--- src/rtl/data_fifo.sv ---
// First-word-fall-through FIFO that buffers filter result words for bus readout,
// with sticky overflow and threshold-interrupt flags.
module data_fifo #(
  parameter int AW = 4
) (
  input  logic          SYSRSTn,
  input  logic          SYSCLK,
  input  logic [31:0]   filt_data_in,
  input  logic          filt_data_update,
  input  logic          reg_fifoen,
  input  logic [AW-1:0] reg_fifolvl,
  input  logic          reg_fifoien,
  input  logic          fifo_rd,
  input  logic          int_clr,
  input  logic          ovf_clr,
  output logic [31:0]   fifo_data_out,
  output logic [AW:0]   fifo_count,
  output logic          fifo_empty,
  output logic          fifo_full,
  output logic          fifo_ovf,
  output logic          fifo_int
);

  localparam int DEPTH = 1 << AW;

  logic [31:0]   mem [DEPTH];
  logic [AW-1:0] wp_reg, rp_reg;
  logic [AW:0]   count_reg, count_next;
  logic [AW:0]   thr;
  logic          ovf_reg, int_reg;
  logic          pop_en, wr_en, ovf_set, int_set;

  assign fifo_count    = count_reg;
  assign fifo_empty    = (count_reg == '0);
  assign fifo_full     = (count_reg == (AW+1)'(DEPTH));
  assign fifo_ovf      = ovf_reg;
  assign fifo_int      = int_reg;
  assign fifo_data_out = fifo_empty ? 32'd0 : mem[rp_reg];
  assign thr           = {1'b0, reg_fifolvl} + (AW+1)'(1);

  // A full FIFO still accepts a word when the head is popped in the same cycle.
  // The interrupt is qualified by an accepted write, so a clear without a new
  // write sticks even while the level stays above the threshold.
  always_comb begin
    pop_en     = fifo_rd & reg_fifoen & ~fifo_empty;
    wr_en      = filt_data_update & reg_fifoen & (~fifo_full | pop_en);
    ovf_set    = filt_data_update & reg_fifoen & fifo_full & ~pop_en;
    count_next = count_reg;
    if (wr_en && !pop_en)
      count_next = count_reg + (AW+1)'(1);
    else if (pop_en && !wr_en)
      count_next = count_reg - (AW+1)'(1);
    int_set    = reg_fifoien & wr_en & (count_next >= thr);
  end

  always_ff @(posedge SYSCLK or negedge SYSRSTn) begin
    if (!SYSRSTn) begin
      wp_reg    <= '0;
      rp_reg    <= '0;
      count_reg <= '0;
      ovf_reg   <= 1'b0;
      int_reg   <= 1'b0;
    end else if (!reg_fifoen) begin
      wp_reg    <= '0;
      rp_reg    <= '0;
      count_reg <= '0;
      ovf_reg   <= 1'b0;
      int_reg   <= 1'b0;
    end else begin
      if (wr_en)
        wp_reg <= wp_reg + AW'(1);
      if (pop_en)
        rp_reg <= rp_reg + AW'(1);
      count_reg <= count_next;
      if (ovf_set)
        ovf_reg <= 1'b1;
      else if (ovf_clr)
        ovf_reg <= 1'b0;
      if (int_set)
        int_reg <= 1'b1;
      else if (int_clr)
        int_reg <= 1'b0;
    end
  end

  // Storage carries no reset; the empty check masks stale contents.
  always_ff @(posedge SYSCLK) begin
    if (wr_en)
      mem[wp_reg] <= filt_data_in;
  end

endmodule

--- config.mk ---
export PLATFORM = sky130hd
export DESIGN_NAME = data_fifo
export DESIGN_NICKNAME = d
export VERILOG_FILES = /design/src/rtl/data_fifo.sv
export SDC_FILE = /design/constraint.sdc
export NUM_CORES = 1
export LEC_CHECK = 0
export ABC_CLOCK_PERIOD_IN_PS = 4100
export CORE_MARGIN = 2
export CORE_UTILIZATION = 54
export CTS_BUF_LIST = sky130_fd_sc_hd__clkbuf_8 sky130_fd_sc_hd__clkbuf_16
export DETAILED_ROUTE_END_ITERATION = 6
export GPL_ROUTABILITY_DRIVEN = 0
export GPL_TIMING_DRIVEN = 0
export MAX_ROUTING_LAYER = met4
export PLACE_DENSITY = 0.81
export SETUP_SLACK_MARGIN = 0.2
export SLEW_MARGIN = 20
export SYNTH_ARGS = -nofsm -noshare
export SYNTH_HDL_FRONTEND = slang
export SYNTH_SLANG_ARGS = --single-unit
--- constraint.sdc ---
create_clock -name SYSCLK -period 4.1 [get_ports SYSCLK]
set_input_delay 0.41 -clock SYSCLK [delete_from_list [all_inputs] [get_ports SYSCLK]]
set_output_delay 0.41 -clock SYSCLK [all_outputs]
set_load 0.01 [all_outputs]
==> results.sh <==
export IMPL_cp_data_required_time_ns=3.69
export IMPL_crit_path_end_kind="output port"
export IMPL_fin_tns_setup_ns=0
export IMPL_cp_arrival_ns=3.48
export IMPL_power_density_mw_per_mm2=474.2
export IMPL_ys_seq_area_share_pct=76.85
export IMPL_placed_cell_area_mm2=0.02254
export IMPL_grt_pass1_vias=10770
export IMPL_finClkSkew_ns=0.008563
export IMPL_synth_edf_count=512
export IMPL_antenna_violating_nets_post_route=0
export IMPL_grt_max_degree=23
export IMPL_final_layout_size_suffix_gt1_share_pct=25.86
export IMPL_ys_warn_count=0
export IMPL_first_pass_iters=5
export IMPL_synth_async_reset_ratio_pct=2.846
export IMPL_grt_overflow_total=0
export IMPL_max_cap_viol_count=0
export IMPL_die_h_um=198.8
export IMPL_finalCriticalPeriod_ns=3.888
export IMPL_numCtsBuffers=51
export IMPL_clk_insertion_delay_late_ns=0.56
export IMPL_timing_fmax_mhz=257.2
export IMPL_antenna_found_initial=1
export IMPL_design_core_area_mm2=0.03749
export IMPL_seq_area_mm2=0.01575
export IMPL_syn_area_per_cell_um2=22.40
export IMPL_max_slew_margin_pct=31.62
export IMPL_clock_sinks=527
export IMPL_vdd_drop_max_uv=361.4
export IMPL_viasPerCell=6.160
export IMPL_multi_input_area_mm2=0.004533
export IMPL_ys_flop_type="edfxtp_1"
export IMPL_largest_register="mem"
export IMPL_via_count=10140
export IMPL_drc_errors=0
export IMPL_io_buffer_count=84
export IMPL_critical_path_class="reg -> out"
export IMPL_cp_max_fo=10
export IMPL_rows=71
export IMPL_post_cts_buffers=0
export IMPL_largest_register_ffs=512
export IMPL_ioPinCount=85
export IMPL_fin_crit_sh_pct=94.82
export IMPL_p_leak_nw=7.555
export IMPL_cp_start_kind="flop"
export IMPL_hold_viol=0
export IMPL_grt_usage_pct=24.86
export IMPL_dp_hpwl_mm=28.72
export IMPL_drv_slew=0
export IMPL_final_area_mm2=0.02413
export IMPL_drt_iter0_markers=1085
export IMPL_rsz0062_at_grt="true"
export IMPL_synthToLayoutAreaGrowth_pct=17.74
export IMPL_outcome="completed"
export IMPL_synth_nets=972
export IMPL_synth_area_mm2=0.02049
export IMPL_ys_seq_elements=527
export IMPL_initial_core_util_pct=54.67
export IMPL_clk_pin_slew_ns=0.06
export IMPL_wl_mm=45.88
export IMPL_yosysUniqueCellTypes=38
export IMPL_fin_nets=1153
export IMPL_grt_pass1_wl_mm=67.80
export IMPL_cts_tree="done"
export IMPL_hold_ws_ns=0.2880
export IMPL_synthCells=915
export IMPL_setup_violations=0
export IMPL_cts_root_buffer="clkbuf_16"
export IMPL_tightest_slew_ns=1.026
export IMPL_hp_class="in -> async"
export IMPL_clock_path_buffers=3
export IMPL_die_area_mm2=0.03953
export IMPL_htree_levels=2
export IMPL_num_fill_cells=2420
export IMPL_die_w_um=198.8
export IMPL_wl_per_cell_um=27.87
power breakdown:
part	internal, W	switching (W)
sequential	0.00596	0.0000197
clock	0.00250	0.00186
combinational	0.000530	0.000577
synth_stat cells (2+ instances only):
cell type	count	area, um2
buf_1	3	11.26
nor3_1	10	50.05
edfxtp_1	512	15370
mux2i_1	66	660.6
nand2_1	7	26.28
xnor2_1	6	52.55
buf_2	20	100.1
inv_1	13	48.80
o22ai_1	32	200.2
a22oi_1	2	15.01
and2_1	7	43.79
clkbuf_1	23	86.33
nor2b_1	2	12.51
nand3_1	4	20.02
xor2_1	5	43.79
o31ai_1	2	15.01
a21oi_1	3	15.01
mux4_2	128	2883
nor3b_1	2	15.01
o21ai_0	4	20.02
dfrtp_1	15	375.4
nand4_1	3	18.77
nor2_1	19	71.32
ha_1	13	162.7
cells by family after synthesis:
logic type,count (synthesis),share of synthesized area [%]
XOR/XNOR,11,0.4701
flip-flops,527,76.85
adder cells (fa/ha/maj),13,0.7937
AND/OR/NAND/NOR,61,1.624
multiplexers,194,17.29
AO/OA/AOI/OAI,48,1.557
buffers and inverters,61,1.416
critical path: stages (launching register included):
cell and delay [ns]:
dfrtp_1 0.36, clkbuf_1 0.34, buf_2 0.33, buf_2 0.44, mux4_2 0.58, mux2i_1 0.24
o22ai_1 0.11, clkdlybuf4s50_1 0.53
cell usage in the layout, fill, tap and decap left out, drive strengths merged, types with 2 or more instances in the layout:
cell | synthesis | layout
mux4 | 128 | 128
nand3 | 4 | 4
ha | 13 | 13
o31ai | 2 | 2
nand2 | 7 | 7
diode | 0 | 2
xnor2 | 6 | 6
mux2i | 66 | 66
dfrtp | 15 | 15
o22ai | 32 | 32
a211oi | 2 | 2
a22oi | 2 | 2
nor3b | 2 | 2
o21ai | 5 | 5
edfxtp | 512 | 512
nor3 | 10 | 10
nor2b | 2 | 2
nand4 | 3 | 3
clkinv | 0 | 21
buf | 24 | 63
clkdlybuf4s50 | 0 | 84
nor2 | 19 | 19
a21oi | 3 | 3
clkbuf | 23 | 81
xor2 | 5 | 5
bufinv | 0 | 3
inv | 13 | 26
and2 | 8 | 8
layout make-up:
| cell class | count | area share [%] |
|---|---|---|
| Buffer | 48 | 1.130 |
| Sequential cell | 527 | 65.27 |
| Clock inverter | 37 | 0.9230 |
| Antenna cell | 2 | 0.02074 |
| Clock buffer | 53 | 5.496 |
| Tap cell | 511 | 2.650 |
| Multi-Input combinational cell | 327 | 18.79 |
| Timing Repair Buffer | 128 | 5.517 |
| Inverter | 13 | 0.2022 |
repair_timing:
item	in CTS	in global routing
hold buffers	0	0
endpoints found under the setup margin	32	29
gates resized for setup	15	8
gates cloned	0	0
layer usage:
layer	GRT usage (%)	vias up	part of all wire [%]
met2	41.22	572	52
li1	-	4211	-
met3	4.425	87	7.9
met5	-	-	0
met1	31.07	5269	37
met4	9.287	0	3.1
final timing paths:
check | startpoint | end | depth (start not counted) | slack (ns)
min | SYSRSTn | fifo_ovf | 1 | 0.29
min in group SYSCLK | reg_fifoien | fifo_int | 3 | 0.58
min reg2reg | rp_reg[2] | rp_reg[2] | 2 | 0.63
max | rp_reg[0] | fifo_data_out[30] | 7 | 0.21
max reg2reg | fifo_count[0] | mem[8][13] | 9 | 0.67
max in group asynchronous | SYSRSTn | rp_reg[0] | 1 | 3.34
per-stage QoR:
stage	cells	power [W]	utilization, %	worst slack (ns)
floorplan	915	0.006735	-	0.008460
global placement	1510	0.007134	58.62	-2.578
detailed placement	1554	0.007182	60.13	0.4624
CTS	1644	0.01150	64.32	0.2028
global route	1645	0.01177	64.36	0.09267
finish	1646	0.01144	64.36	0.2122
Power figures use the tool's default switching activity.
